### config.mk
export PLATFORM = sky130hd
export DESIGN_NAME = jt51_mix_acc
export DESIGN_NICKNAME = d
export VERILOG_FILES = /design/src/rtl/jt51_mix_acc.sv
export SDC_FILE = /design/constraint.sdc
export NUM_CORES = 1
export LEC_CHECK = 0
export CORE_UTILIZATION = 49
export CTS_CLUSTER_SIZE = 10
export DETAILED_ROUTE_END_ITERATION = 8
export PLACE_DENSITY = 0.8
export SLEW_MARGIN = 10
export SYNTH_ARGS = -nofsm -noshare
export SYNTH_HDL_FRONTEND = slang
export SYNTH_SLANG_ARGS = --single-unit
### constraint.sdc
create_clock -name clk -period 3.8 [get_ports clk]
set_clock_uncertainty 0.15 [all_clocks]
set_input_delay 0.76 -clock clk [delete_from_list [all_inputs] [get_ports clk]]
set_output_delay 0.76 -clock clk [all_outputs]
set_load 0.005 [all_outputs]
### src/rtl/jt51_mix_acc.sv
// rtl/jt51_mix_acc.sv - per-frame carrier mixer: accumulates 32 operator slots into saturated L/R samples
module jt51_mix_acc (
  input  logic               clk,
  input  logic               rst,
  input  logic signed [13:0] op_in,
  input  logic               zero,
  input  logic [2:0]         con,
  input  logic [1:0]         rl,
  output logic signed [15:0] left,
  output logic signed [15:0] right,
  output logic               sample,
  output logic               clip
);

  logic [4:0]         cnt;
  logic [4:0]         slot;
  logic               seen;
  logic               carrier;
  logic signed [18:0] op_ext;
  logic signed [18:0] acc_l, acc_r;
  logic signed [18:0] sum_l, sum_r;
  logic signed [15:0] sat_l, sat_r;
  logic               clamp_l, clamp_r;

  // Upper two slot bits select M1/M2/C1/C2; which of them are carriers depends on con.
  always_comb begin
    slot = zero ? 5'd0 : cnt;
    case (slot[4:3])
      2'd0:    carrier = (con == 3'd7);
      2'd1:    carrier = (con >= 3'd5);
      2'd2:    carrier = (con >= 3'd4);
      default: carrier = 1'b1;
    endcase
    op_ext = {{5{op_in[13]}}, op_in};
    sum_l  = ((slot == 5'd0) ? 19'sd0 : acc_l) + ((carrier && rl[0]) ? op_ext : 19'sd0);
    sum_r  = ((slot == 5'd0) ? 19'sd0 : acc_r) + ((carrier && rl[1]) ? op_ext : 19'sd0);
  end

  always_comb begin
    clamp_l = 1'b1;
    clamp_r = 1'b1;
    if (sum_l > 19'sd32767)       sat_l = 16'sh7fff;
    else if (sum_l < -19'sd32768) sat_l = 16'sh8000;
    else begin
      sat_l   = sum_l[15:0];
      clamp_l = 1'b0;
    end
    if (sum_r > 19'sd32767)       sat_r = 16'sh7fff;
    else if (sum_r < -19'sd32768) sat_r = 16'sh8000;
    else begin
      sat_r   = sum_r[15:0];
      clamp_r = 1'b0;
    end
  end

  // seen gates output until a frame has started on a real zero marker since reset.
  always_ff @(posedge clk or posedge rst) begin
    if (rst) begin
      cnt    <= 5'd0;
      seen   <= 1'b0;
      acc_l  <= 19'sd0;
      acc_r  <= 19'sd0;
      left   <= 16'sd0;
      right  <= 16'sd0;
      sample <= 1'b0;
      clip   <= 1'b0;
    end else begin
      cnt   <= slot + 5'd1;
      acc_l <= sum_l;
      acc_r <= sum_r;
      if (zero) seen <= 1'b1;
      if (slot == 5'd31 && seen) begin
        left   <= sat_l;
        right  <= sat_r;
        sample <= 1'b1;
        clip   <= clamp_l | clamp_r;
      end else begin
        sample <= 1'b0;
        clip   <= 1'b0;
      end
    end
  end

endmodule

# Yosys cells after proc, flatten, opt, wreduce, memory -nomap -nowiden
# Index checks and enable logic that the tools add are counted.
[word_totals] reg_bits=78 output_inout_bits=34 word_cells=43
[op_classes] n_addsub=3 order_cmp=6 eq_ne=4 n_mux=16 bitwise_logic=1 n_reduce_logical=5
[ops] operator="19-bit 2-to-1 mux" count=4
[ops] operator="16-bit 2-to-1 mux" count=4
[ops] operator="19-bit adder" count=2
[ops] operator="19-bit by 16-bit > comparator with 1-bit output (second input constant)" count=2
[ops] operator="19-bit by 16-bit < comparator with 1-bit output (second input constant)" count=2
[ops] operator="3-bit greater-or-equal comparator (second input constant)" count=2
[ops] operator="1-bit 2-to-1 mux" count=6
[ops] operator="5-bit by 1-bit adder with 5-bit output (second input constant)" count=1
[ops] operator="5-bit == test (second input constant)" count=1
[ops] operator="5-bit logical NOT" count=1
[ops] operator="5-bit 2-to-1 mux" count=1
[ops] operator="3-bit == test (second input constant)" count=1
[ops] operator="1-bit logical AND" count=3
[ops] operator="1-bit case mux with 3 select lines" count=1
[ops] operator="2-bit by 1-bit == test with 1-bit output (second input constant)" count=1
[ops] operator="2-bit == test (second input constant)" count=1
[ops] operator="2-bit logical NOT" count=1
[ops] operator="1-bit OR" count=1

# Logic depth before layout (Yosys ltp)
# Gate-level depths: netlist of run 1.
[logic_depth] word_depth=11 mapped_depth=19 mapped_depth_nobuf=16

# Worst setup path before layout of run 1
# No wires, ideal clock.
[synth_timing] kind="input -> register" startpoint="in zero" endpoint="reg left[10]" setup_time_ps=122 arrival_time_ps=3995 required_time_ps=3528 setup_slack_ps=-467 stages=18 n_path_buf=3 cell_sequence="nor2b_1 > inv_1 > ha_1 > o21ai_0 > clkbuf_1 > clkbuf_1 > and2_1 > ha_1 > a21o_1 > a21oi_2 > nand2_1 > a21o_1 > a21bo_2 > o311a_1 > o31ai_2 > and2_1 > buf_4 > a21oi_1"
[synth_via] elab_chain_cells=9 word_cells_on_any_way=16
[synth_rtl] element="from (decl)" line="6" text="input logic zero,"
[synth_rtl] element="5-bit 2-to-1 mux (*)" line="27" text="slot = zero ? 5'd0 : cnt;"
[synth_rtl] element="2-bit == test, or another cell as far along" line="28" text="case (slot[4:3])"
[synth_rtl] element="1-bit case mux with 3 select lines" line="28"
[synth_rtl] element="1-bit logical AND" line="35" text="sum_l = ((slot == 5'd0) ? 19'sd0 : acc_l) + ((carrier && rl[0]) ? op_ext : 19'sd0);"
[synth_rtl] element="19-bit 2-to-1 mux" line="35"
[synth_rtl] element="19-bit adder (*)" line="35"
[synth_rtl] element="named net sum_l[15]" line="21" text="logic signed [18:0] sum_l, sum_r;"
[synth_rtl] element="19-bit by 16-bit < comparator with 1-bit output" line="43" text="else if (sum_l < -19'sd32768) sat_l = 16'sh8000;"
[synth_rtl] element="16-bit 2-to-1 mux" line="43"
[synth_rtl] element="16-bit 2-to-1 mux (*)" line="42" text="if (sum_l > 19'sd32767) sat_l = 16'sh7fff;"
[synth_rtl] element="to (signal assigned)" line="73" text="left <= sat_l;"
[synth_rtl] element="to (decl)" line="9" text="output logic signed [15:0] left,"
# The timed path passes the listed nets; every way through them passes the cells marked *.
# A chain may end at the register's enable or synchronous reset.

# Final worst setup path of run 1
[layout_timing] startpoint="in zero" endpoint="reg right[12]"
[layout_via] elab_chain_cells=9 word_cells_on_any_way=16
[layout_rtl] element="5-bit 2-to-1 mux (*)" line="27"
[layout_rtl] element="2-bit == test, or another cell as far along" line="28"
[layout_rtl] element="1-bit case mux with 3 select lines" line="28"
[layout_rtl] element="1-bit logical AND" line="36" text="sum_r = ((slot == 5'd0) ? 19'sd0 : acc_r) + ((carrier && rl[1]) ? op_ext : 19'sd0);"
[layout_rtl] element="19-bit 2-to-1 mux" line="36"
[layout_rtl] element="19-bit adder (*)" line="36"
[layout_rtl] element="named net sum_r[15]" line="21"
[layout_rtl] element="19-bit by 16-bit < comparator with 1-bit output" line="49" text="else if (sum_r < -19'sd32768) sat_r = 16'sh8000;"
[layout_rtl] element="16-bit 2-to-1 mux" line="49"
[layout_rtl] element="16-bit 2-to-1 mux (*)" line="48" text="if (sum_r > 19'sd32767) sat_r = 16'sh7fff;"
[layout_rtl] element="to (signal assigned)" line="74" text="right <= sat_r;"
[layout_rtl] element="to (decl)" line="10" text="output logic signed [15:0] right,"
# Marked as above.

==> results of run 1 <==
==> worst min-delay path by stage <==
stage,endpoint,startpoint,cells past startpoint
2_1_floorplan,seen,seen,1
3_3_place_gp,left[15],left[15],2
3_5_place_dp,seen,seen,1
4_1_cts,seen,seen,1
5_1_grt,seen,seen,1
6_report,seen,seen,1
==> per-layer routing <==
metal / GRT usage [%] / vias to the layer above / part of all wire (%)
met4: 23.4 / 0 / 7.6
met2: 57.3 / 377 / 48
met1: 39.1 / 2526 / 35
li1: - / 2213 / -
met3: 5.73 / 142 / 8.6
met5: 0 / - / 0
==> what timing repair did <==
| action | CTS | global route |
|---|---|---|
| setup buffers | 29 | 11 |
| endpoints found under the setup margin | 39 | 35 |
| cloned | 4 | 2 |
| pin swaps | 28 | 28 |
| resized for setup | 51 | 63 |
==> cell type report <==
cell class / count / area, um2 / share of cell area, %
Multi-Input combinational cell: 420 / 3260 / 43.9
Sequential cell: 78 / 1950 / 26.3
Timing Repair Buffer: 200 / 1750 / 23.6
Tap cell: 129 / 161 / 2.17
Clock buffer: 11 / 141 / 1.90
Clock inverter: 5 / 106 / 1.43
Inverter: 14 / 52.6 / 0.708
==> logic make-up after synthesis <==
logic type                 Yosys count  share of synthesized area [%]
muxes                                1                          0.207
xor gates and xnor gates            31                           5.62
AOI/OAI and AO/OA                  134                           18.2
buffers and inverters               31                           2.90
DFF                                 78                           40.4
adders and majority gates           41                           10.9
and+or+nand+nor                    211                           21.7
==> power groups by stage <==
stage	Clock (mW)	Sequential [mW]	Combinational (mW)
after floorplan	0	0.878	0.149
after global placement	0	0.882	0.240
after detailed placement	0	0.883	0.249
after CTS	0.783	0.866	0.281
after global routing	0.836	0.871	0.344
final	0.801	0.869	0.327
==> flip-flops by register name, summed over array words and instances, names as in the netlist <==
register	flops
acc_l	19
acc_r	19
clip	1
cnt	5
left	16
right	16
sample	1
seen	1
==> placed cells by master (no fill, tap or decap), drive strengths merged, types with 4 or more instances in the layout <==
cell type / count
a211oi: 6
a21o: 10
a21oi: 61
and2: 67
buf: 148
clkbuf: 12
clkdlybuf4s50: 51
dfrtp: 78
ha: 39
inv: 14
nand2: 57
nand2b: 5
nand3: 13
nor2: 49
nor2b: 8
nor3: 4
o211ai: 4
o21a: 6
o21ai: 20
xnor2: 20
xor2: 11
==> through the flow <==
| stage | power (mW) | setup TNS (ns) | utilization (%) | std cells |
|---|---|---|---|---|
| after floorplan | 1.03 | -1.72 | - | 527 |
| after CTS | 1.93 | 0 | 75.4 | 844 |
| after detailed placement | 1.13 | -35.68 | 67.9 | 795 |
| after global placement | 1.12 | -29.95 | 67.9 | 795 |
| after global routing | 2.05 | -11.99 | 79.3 | 857 |
| final | 2.00 | -8.98 | 79.3 | 857 |
==> metrics.cfg, run 1 <==
[status]
violations=setup timing
run_status=finished, violations left

[setup_path]
internal_reg_to_reg_setup_slack_ns=-0.29
timing.critical_path.required_ns=3.90
cpPeakStageDelay_ns=0.43
crit_arrival_ns=4.25
r2r_cells=17
crit_end=right[12]
critical_path.max_fanout=7
critPathKind=input pin to flip-flop
cp-startpoint=zero
critical_path.startpoint_type=input pin
critical_path.cell_chain=buf_8, buf_6, a21o_1, buf_6, a21boi_4, buf_6, and2_4, ha_4, a2111oi_4, o21ai_2, buf_4, a21oi_1, o21ai_0, o311a_1, or3_4, a21oi_4, clkbuf_16, a21oi_1
critical_path.n_buffers_inverters=6
critPathMostFrequentCell=buf_6
r2r-start=cnt[3]
crit_family=compound AO/OA/AOI/OAI gates
endpoint_kind=flip-flop
count_of_cell_instances_traversed_by_the_critical_path=18
rr_endpoint=right[12]
cpMaxStageDelayCell=or3_4

[floorplanning]
floorplan.core_area_um2=9370
floorplan.die.height_um=101
placementRows=35
floorplan.die_area_um2=10300
design.portCount=56
die_boundary_width_um=101
start_util_pct=51.5

[logic_synthesis]
netlist_top_cells_area=dfrtp_1, ha_1, and2_1
synth.net_count=590
synth.most_common_cell=dfrtp_1
synth_cell_types=52
synth.yosys.seq_area_share_pct=40.4
synth-warning-count=0
synth_edf_count=0
synth_ff_type=dfrtp_1
synth_top_cell_area_share_pct=40.4
synthDominantAreaCellType=dfrtp_1
async_reset_ff_share_pct=100
synthCells=527
syn_avg_cell_area_um2=9.16
synth_top_cells_by_count=dfrtp_1, and2_1, a21oi_1
synth_area_um2=4830
synth.ff_latch_count=78

[place]
place.gp.congestion=0.894
buffer_ports.inserted=55
dpl-instance-area_um2=6360
detailedPlacementHpwl_um=9520
pre_cts_ws_ns=-0.988

[timing]
hold_viol_final=0
rsz0062_at_grt=yes
drv_slew=0
report.final.setup_viol=32
worst_slew_margin_rel_pct=53.0
layout_min_cycle_time_ns=4.15
fmaxAchievable_mhz=241
worst_hold_slack_ns=0.340
worst_pin_slew_ns=0.705
fin_ws_ns=-0.351
post-route-period-util_pct=109

[finish]
nNetsFinal=786
filler_cell_count=545
antenna_cells_inserted=0
finalInstanceArea_um2=7430
final_layout_size_suffix_gt1_share_pct=35.9
area_growth_syn_to_layout_pct=53.9

[cts]
cts_made_buffers=9
ctsLongestPathBuffers=2
cts_sinks=78
cts-root-buf=clkbuf_8
htree_levels=3
worst_setup_hold_path_clk_slew_ns=0.08
cts_tree=built
post_cts_hold_buffer_count=0
clk_latency_worst_skew_pair_ns=0.37

[routing]
drt_first_pass_iters=5
drt_drc_violations_left=0
detail_route.iter0.violations=407
average_wire_per_cell_in_the_routed_design_um=22.1
detailed_route_via_count=5258
detail_route.vias_per_cell=6.14
detail-route-antenna-nets=0
routed_wire_length_um=18900

[min_path]
timing.hold.worst.class=flip-flop to flip-flop

[global_route]
first_global_vias=5293
pin_count_of_the_biggest_net_entering_global_routing=50
wire_length_of_the_first_global_routing_pass_um=26100
gr-usage-all-layers_pct=33.8
grt_antenna_before_repair=0
grt_remaining_overflow=0

[job]
max-cap-violations=0

[pwr]
static-leakage-power_nw=3.62
p_sw_mw=0.535
power.share.clock_pct=40.1
power.density_nw_per_um2=269
seqPwrFrac_pct=43.5
combPwrFrac_pct=16.4
power_report.internal_total_mw=1.46
peak_supply_drop_v=0.000203
sw_frac_of_total_pct=26.8

(Power assumes the default switching activity.)
==> run 2: changes to the inputs <==
--- a/config.mk
+++ b/config.mk
@@ -5,10 +5,12 @@
 export SDC_FILE = /design/constraint.sdc
 export NUM_CORES = 1
 export LEC_CHECK = 0
+export ABC_AREA = 1
 export CORE_UTILIZATION = 49
 export CTS_CLUSTER_SIZE = 10
 export DETAILED_ROUTE_END_ITERATION = 8
-export PLACE_DENSITY = 0.8
+export HOLD_SLACK_MARGIN = 0.08
+export PLACE_DENSITY = 0.79
 export SLEW_MARGIN = 10
 export SYNTH_ARGS = -nofsm -noshare
 export SYNTH_HDL_FRONTEND = slang
==> metrics.cfg, run 2 <==
[status]
run_status=finished clean  ; was finished, violations left

[logic_synthesis]
synth_cell_types=36  ; was 52
synth_edf_count=0  ; unchanged
post_synth_and_or_nand_nor_area_fraction_pct=34.1  ; was 21.7%
synth-adder-area-share_pct=9.37  ; was 10.9%
synth.most_common_cell=nand2_1  ; was dfrtp_1
synth_compound_gate_area_share_pct=6.60  ; was 18.2%
synth_ff_type=dfrtp_1  ; unchanged
synthDominantAreaCellType=dfrtp_1  ; unchanged
synth_top_family_by_area=simple AND/OR/NAND/NOR gates  ; unchanged
synth.ff_latch_count=78  ; unchanged
synth.yosys.seq_area_share_pct=34.7  ; was 40.4%
netlist_top_cells_area=dfrtp_1, nand2_1, inv_1  ; was dfrtp_1, ha_1, and2_1
synth.area.mux_share_pct=0  ; was 0.207%
synthXorXnorAreaFrac_pct=4.04  ; was 5.62%
synth.net_count=884  ; was 590
synth-warning-count=0  ; unchanged
async_reset_ff_share_pct=100  ; unchanged
syn_avg_cell_area_um2=6.86  ; was 9.16 um2
synth_top_cells_by_count=nand2_1, inv_1, nor2_1  ; was dfrtp_1, and2_1, a21oi_1
synth_area_um2=5630  ; was 4830 um2
synthCells=821  ; was 527
synth_top_cell_area_share_pct=34.7  ; was 40.4%

[routing]
detailed_route_via_count=5650  ; was 5,258
drt_first_pass_iters=5  ; unchanged
routed_wire_length_um=15400  ; was 18,900 um
average_wire_per_cell_in_the_routed_design_um=13.6  ; was 22.1 um
detail_route.vias_per_cell=4.99  ; was 6.14
detail_route.iter0.violations=338  ; was 407
drt_drc_violations_left=0  ; unchanged
detail-route-antenna-nets=0  ; unchanged

[setup_path]
crit_arrival_ns=3.72  ; was 4.25 ns
critical_path.cell_chain=clkdlybuf4s50_1, inv_1, nor2_2, nor2_2, nor2_4, nand2_1, buf_12, nor2_1, ha_1, nand2_1, inv_1, a21oi_1, nand2_1, nand2_1, nand2_1, nand2_1, nand2_2, nor2_2, nand2_2, a21oi_4, bufbuf_16, a21oi_2  ; was buf_8, buf_6, a21o_1, buf_6, a21boi_4, buf_6, and2_4, ha_4, a2111oi_4, o21ai_2, buf_4, a21oi_1, o21ai_0, o311a_1, or3_4, a21oi_4, clkbuf_16, a21oi_1
critical_path.startpoint_type=input pin  ; unchanged
timing.critical_path.required_ns=3.89  ; was 3.90 ns
critPathKind=input pin to flip-flop  ; unchanged
cpMaxStageDelayCell=clkdlybuf4s50_1  ; was or3_4
critical_path.max_fanout=13  ; was 7
crit_family=simple AND/OR/NAND/NOR gates  ; was compound AO/OA/AOI/OAI gates
cpPeakStageDelay_ns=0.47  ; was 0.43 ns
critPathMostFrequentCell=nand2_1  ; was buf_6
endpoint_kind=flip-flop  ; unchanged
critical_path.n_buffers_inverters=5  ; was 6

[timing]
rsz0062_at_grt=yes  ; unchanged
worst_pin_slew_ns=0.604  ; was 0.705 ns
fmaxAchievable_mhz=275  ; was 241 MHz
hold_viol_final=0  ; unchanged
post-route-period-util_pct=95.5  ; was 109%
fin_ws_ns=0.170  ; was -0.351 ns
report.final.setup_viol=0  ; was 32
worst_slew_margin_rel_pct=59.7  ; was 53.0%
drv_slew=0  ; unchanged
layout_min_cycle_time_ns=3.63  ; was 4.15 ns

[floorplanning]
die_boundary_width_um=109  ; was 101 um
floorplan.die.height_um=109  ; was 101 um
placementRows=38  ; was 35
start_util_pct=51.1  ; was 51.5%
design.portCount=56  ; unchanged
floorplan.core_area_um2=11000  ; was 9370 um2
floorplan.die_area_um2=11900  ; was 10,300 um2

[finish]
finalInstanceArea_um2=7680  ; was 7430 um2
area_growth_syn_to_layout_pct=36.4  ; was 53.9%
combined_flip_flop_and_latch_cell_area_um2=1950  ; about the same
final_layout_size_suffix_gt1_share_pct=20.8  ; was 35.9%
nNetsFinal=1050  ; was 786
multi_input_comb_area_um2=3190  ; was 3260 um2
filler_cell_count=929  ; was 545
antenna_cells_inserted=0  ; unchanged
layout.cells.most_common=nand2_1  ; was buf_4
final_cell_mix=nand2_1, inv_1, buf_4, nor2_1, dfrtp_1  ; was buf_4, dfrtp_1, and2_1, nand2_1, clkdlybuf4s50_1
reg.largest.list=acc_l: 19 flops, acc_r: 19 flops  ; unchanged

[cts]
htree_levels=3  ; unchanged
post_cts_hold_buffer_count=0  ; unchanged
clk_latency_worst_skew_pair_ns=0.35  ; was 0.37 ns
worst_setup_hold_path_clk_slew_ns=0.06  ; was 0.08 ns
ctsLongestPathBuffers=2  ; unchanged
cts_sinks=78  ; unchanged
cts-root-buf=clkbuf_16  ; was clkbuf_8
cts_made_buffers=9  ; unchanged
cts_tree=built  ; unchanged

[global_route]
grt_remaining_overflow=0  ; unchanged
first_global_vias=5461  ; was 5,293
grt_antenna_before_repair=0  ; unchanged
gr-usage-all-layers_pct=28.3  ; was 33.8%
wire_length_of_the_first_global_routing_pass_um=25500  ; was 26,100 um
pin_count_of_the_biggest_net_entering_global_routing=35  ; was 50

[pwr]
static-leakage-power_nw=4.41  ; was 3.62 nW
power.density_nw_per_um2=276  ; was 269 nW/um2
peak_supply_drop_v=0.000237  ; was 0.000203 V
power.total_mw=2.12  ; was 2.00 mW

[min_path]
timing.hold.worst.class=flip-flop to flip-flop  ; unchanged

[place]
place.gp.congestion=0.924  ; was 0.894
dpl-instance-area_um2=7110  ; was 6360 um2
buffer_ports.inserted=55  ; unchanged
detailedPlacementHpwl_um=11300  ; was 9520 um
pre_cts_ws_ns=-0.356  ; was -0.988 ns

[job]
max-cap-violations=0  ; unchanged

==> run 2: report_power, final <==
part / internal, mW / switching [mW] / total (mW)
clock network: 0.506 / 0.362 / 0.868
registers: 0.857 / 0.00827 / 0.866
logic: 0.180 / 0.203 / 0.383
==> run 2: worst register-to-register path, cell delays in order, from the launching register on <==
cell       delay, ns
dfrtp_1         0.38
nand2_1         0.09
ha_1            0.17
nand2_2         0.07
nor2_4          0.12
bufbuf_16       0.29
buf_4           0.11
nor2_1          0.04
ha_1            0.33
nand2_1         0.13
inv_1           0.05
a21oi_1         0.15
nand2_1         0.10
nand2_1         0.11
nand2_1         0.09
nand2_1         0.08
nand2_2         0.05
nor2_2          0.09
nand2_2         0.09
a21oi_4         0.18
bufbuf_16       0.29
a21oi_2         0.05
==> run 2: path summary, 6_finish.rpt <==
| check | startpoint | slack, ns | cells past startpoint | endpoint |
|---|---|---|---|---|
| worst max-delay path | con[1] | 0.17 | 22 | left[9] |
| worst min-delay path | seen | 0.33 | 1 | seen |
| worst max register to register | cnt[1] | 0.50 | 21 | left[9] |
| worst min register to register | seen | 0.33 | 1 | seen |
| max in group asynchronous | rst | 2.15 | 3 | acc_r[5] |
| min in group asynchronous | rst | 0.63 | 2 | left[2] |
==> run 2: cell families after synthesis <==
family / after synthesis
buffers and inverters: 156
xor gates and xnor gates: 26
and+or+nand+nor: 458
AOI/OAI and AO/OA: 62
DFF: 78
adders and majority gates: 41
==> run 2: routing by layer <==
metal	track usage [%]	up-vias	part of all wire [%]
li1	-	2836	-
met1	35.0	2614	42
met2	48.2	157	50
met3	4.12	43	4.8
met4	13.7	0	3.5
met5	0	-	0
==> run 2: final cells by class <==
type / instances / area share [%]
tap: 140 / 2.28
multi-input combinational: 588 / 41.5
timing repair buffer: 169 / 20.1
clock buffer: 10 / 2.98
sequential: 78 / 25.4
inverter: 141 / 6.97
clock inverter: 6 / 0.814
==> run 2: repair_timing <==
item,CTS,global route
pin swaps,6,8
endpoints found under the setup margin,2,32
buffers inserted,5,1
resized for setup,14,28
cloned,4,0
==> run 2: stage by stage <==
step	util, %	setup TNS (ns)	hold WS [ns]	instances
CTS	68.9	0	0.329	1131
floorplan	-	0	0.277	821
global route	69.7	-0.0572	0.351	1132
global placement	64.5	-8.38	0.307	1106
finish	69.7	0	0.327	1132
detailed placement	64.5	-10.59	0.309	1106
==> run 3: changes to the inputs <==
--- a/config.mk
+++ b/config.mk
@@ -10,7 +10,7 @@
 export CTS_CLUSTER_SIZE = 10
 export DETAILED_ROUTE_END_ITERATION = 8
 export HOLD_SLACK_MARGIN = 0.08
-export PLACE_DENSITY = 0.79
+export PLACE_DENSITY = 0.76
 export SLEW_MARGIN = 10
 export SYNTH_ARGS = -nofsm -noshare
 export SYNTH_HDL_FRONTEND = slang
==> constraint.sdc (replaced) <==
create_clock -name clk -period 4.5 [get_ports clk]
set_clock_uncertainty 0.15 [all_clocks]
set_input_delay 0.9 -clock clk [delete_from_list [all_inputs] [get_ports clk]]
set_output_delay 0.9 -clock clk [all_outputs]
set_load 0.005 [all_outputs]
==> metrics.cfg, run 3 (synthesis results as in run 2) <==
[place]
place.gp.congestion=0.952  ; was 0.924
pre_cts_ws_ns=-0.101  ; was -0.356 ns
dpl-instance-area_um2=6370  ; was 7110 um2
buffer_ports.inserted=55  ; unchanged
detailedPlacementHpwl_um=10100  ; was 11,300 um

[cts]
cts_made_buffers=9  ; unchanged
htree_levels=3  ; unchanged
cts_sinks=78  ; unchanged
clk_latency_worst_skew_pair_ns=0.34  ; was 0.35 ns
post-cts-setup-buffers=0  ; was 5
ctsLongestPathBuffers=2  ; unchanged
worst_setup_hold_path_clk_slew_ns=0.06  ; about the same
cts-root-buf=clkbuf_16  ; unchanged
cts_tree=built  ; unchanged
post_cts_hold_buffer_count=0  ; unchanged

[min_path]
timing.hold.worst.class=flip-flop to flip-flop  ; unchanged
timing.hold.worst_path_depth=1  ; unchanged
min_delay_worst_endpoint=seen  ; unchanged
hp-start=seen  ; unchanged

[global_route]
gr-usage-all-layers_pct=24.2  ; was 28.3%
pin_count_of_the_biggest_net_entering_global_routing=32  ; was 35
grt_antenna_before_repair=0  ; unchanged
grt_remaining_overflow=0  ; unchanged
first_global_vias=4813  ; was 5,461
wire_length_of_the_first_global_routing_pass_um=22200  ; was 25,500 um

[routing]
average_wire_per_cell_in_the_routed_design_um=12.8  ; was 13.6 um
detailed_route_via_count=5007  ; was 5,650
detail_route.vias_per_cell=4.87  ; was 4.99
detail-route-antenna-nets=0  ; unchanged
routed_wire_length_um=13100  ; was 15,400 um
drt_first_pass_iters=4  ; was 5
drt_drc_violations_left=0  ; unchanged
detail_route.iter0.violations=165  ; was 338

[setup_path]
r2r_cells=22  ; was 21
rr_endpoint=clip  ; was left[9]
r2r-start=cnt[4]  ; was cnt[1]
endpoint_kind=flip-flop  ; unchanged
timing.critical_path.required_ns=4.57  ; was 3.89 ns
internal_reg_to_reg_setup_slack_ns=1.15  ; was 0.50 ns
critPathKind=input pin to flip-flop  ; unchanged
critical_path.startpoint_type=input pin  ; unchanged
crit_arrival_ns=4.20  ; was 3.72 ns
critical_path.max_fanout=16  ; was 13

[timing]
worst_hold_slack_ns=0.312  ; was 0.327 ns
post-route-period-util_pct=91.7
layout_min_cycle_time_ns=4.12
fin_ws_ns=0.375  ; was 0.170 ns
fmaxAchievable_mhz=242
report.final.setup_viol=0  ; unchanged
sum_neg_setup_slack_ns=0  ; unchanged
rsz0062_at_grt=no  ; was yes
hold_viol_final=0  ; unchanged
drv_slew=0  ; unchanged
worst_pin_slew_ns=0.633  ; was 0.604 ns
worst_slew_margin_rel_pct=57.7  ; was 59.7%

[pwr]
seqPwrFrac_pct=43.8  ; was 40.9%
power_report.internal_total_mw=1.22  ; was 1.54 mW
p_sw_mw=0.447  ; was 0.574 mW
peak_supply_drop_v=0.000186  ; was 0.000237 V
power.share.clock_pct=42.7  ; was 41.0%
combPwrFrac_pct=13.5  ; was 18.1%
sw_frac_of_total_pct=26.7  ; was 27.1%
power.density_nw_per_um2=250  ; was 276 nW/um2
static-leakage-power_nw=3.82  ; was 4.41 nW

[finish]
antenna_cells_inserted=0  ; unchanged
area_growth_syn_to_layout_pct=18.4  ; was 36.4%
layout.cells.most_common=nand2_1  ; unchanged
final_layout_size_suffix_gt1_share_pct=8.44  ; was 20.8%
final_cell_mix=nand2_1, inv_1, nor2_1, dfrtp_1, clkdlybuf4s50_1  ; was nand2_1, inv_1, buf_4, nor2_1, dfrtp_1
nNetsFinal=947  ; was 1,050
reg.largest.list=acc_l: 19 flops, acc_r: 19 flops  ; unchanged
finalInstanceArea_um2=6670  ; was 7680 um2

[floorplanning]
design.portCount=56  ; unchanged
floorplan.core_area_um2=11000  ; unchanged
die_boundary_width_um=109  ; unchanged
placementRows=38  ; unchanged
start_util_pct=51.1  ; unchanged
floorplan.die_area_um2=11900  ; unchanged
floorplan.die.height_um=109  ; unchanged

[job]
max-cap-violations=0  ; unchanged

[status]
run_status=finished clean  ; unchanged

-- run 3: changes by cell type in the layout (fill, tap and decap cells not counted), moves of 2 or more --
| cell | previous run | this run |
|---|---|---|
| a21oi_1 | 28 | 35 |
| a21oi_2 | 17 | 10 |
| buf_12 | 5 | 2 |
| buf_4 | 104 | 10 |
| buf_6 | 2 | 0 |
| bufbuf_16 | 2 | 0 |
| clkbuf_8 | 0 | 3 |
| clkinvlp_4 | 3 | 1 |
| inv_1 | 134 | 136 |
| nand2_1 | 276 | 279 |
| nand2_4 | 6 | 4 |
| nand2_8 | 2 | 0 |
| nor2_1 | 91 | 103 |
| nor2_2 | 16 | 5 |
-- run 3: per-layer routing --
layer / GRT usage [%] / share of wire [%] / vias up / wire [um]
li1: - / - / 2626 / -
met1: 31.3 / 46 / 2280 / 5990
met2: 41.1 / 49 / 82 / 6430
met3: 3.23 / 3.8 / 19 / 502
met4: 9.05 / 1.7 / 0 / 226
met5: 0 / 0 / - / 0
-- run 3: power groups by stage --
stage	logic (mW)	clock network, mW	registers, mW
detailed placement	0.225	0	0.744
global placement	0.223	0	0.743
finish	0.225	0.714	0.731
global route	0.254	0.746	0.733
floorplan	0.157	0	0.742
CTS	0.227	0.718	0.731
-- run 3: stage by stage --
step           std cells  util [%]  total power [mW]
6_report            1029      60.5              1.67
5_1_grt             1029      60.5              1.73
4_1_cts             1029      60.4              1.68
3_5_place_dp        1013      57.8             0.969
3_3_place_gp        1013      57.8             0.967
2_1_floorplan        821         -             0.899
-- run 3: critical path, cell delays in order --
cell and delay (ns):
clkdlybuf4s50_1 0.52, inv_4 0.07, nand2_1 0.10, ha_1 0.15, nand2_1 0.06, nor2_2 0.24
buf_12 0.16, nor2_1 0.04, ha_1 0.23, fa_1 0.41, nand3_1 0.10, nand3_2 0.10
nand2_1 0.08, nand2_1 0.11, nand2_1 0.11, nand2_1 0.05, nand2_1 0.05, nand2_1 0.08
nor2_1 0.12, nand2_2 0.07, nand2_4 0.18, nand2_1 0.09, nor2_1 0.10, nor2_1 0.04
-- run 3: cell type report --
type	instances	area, um2
Inverter	141	533
Clock inverter	3	17.5
Multi-Input combinational cell	587	3060
Timing Repair Buffer	67	666
Tap cell	140	175
Fill cell	1033	4360
Clock buffer	13	270
Sequential cell	78	1950
-- run 3: worst max-delay path by stage --
stage,start,to,slack [ns],depth (start not counted)
floorplan,zero,clip,0.66,25
global placement,zero,right[11],-0.07,25
detailed placement,zero,right[12],-0.10,25
CTS,zero,right[12],0.23,25
global route,zero,left[0],0.03,21
finish,zero,clip,0.38,24
-- run 3: timing repair --
action / 4_1_cts / 5_1_grt
endpoints found under the setup margin: 0 / 17
endpoints found under the hold margin: 0 / 0
resized for setup: 0 / 2
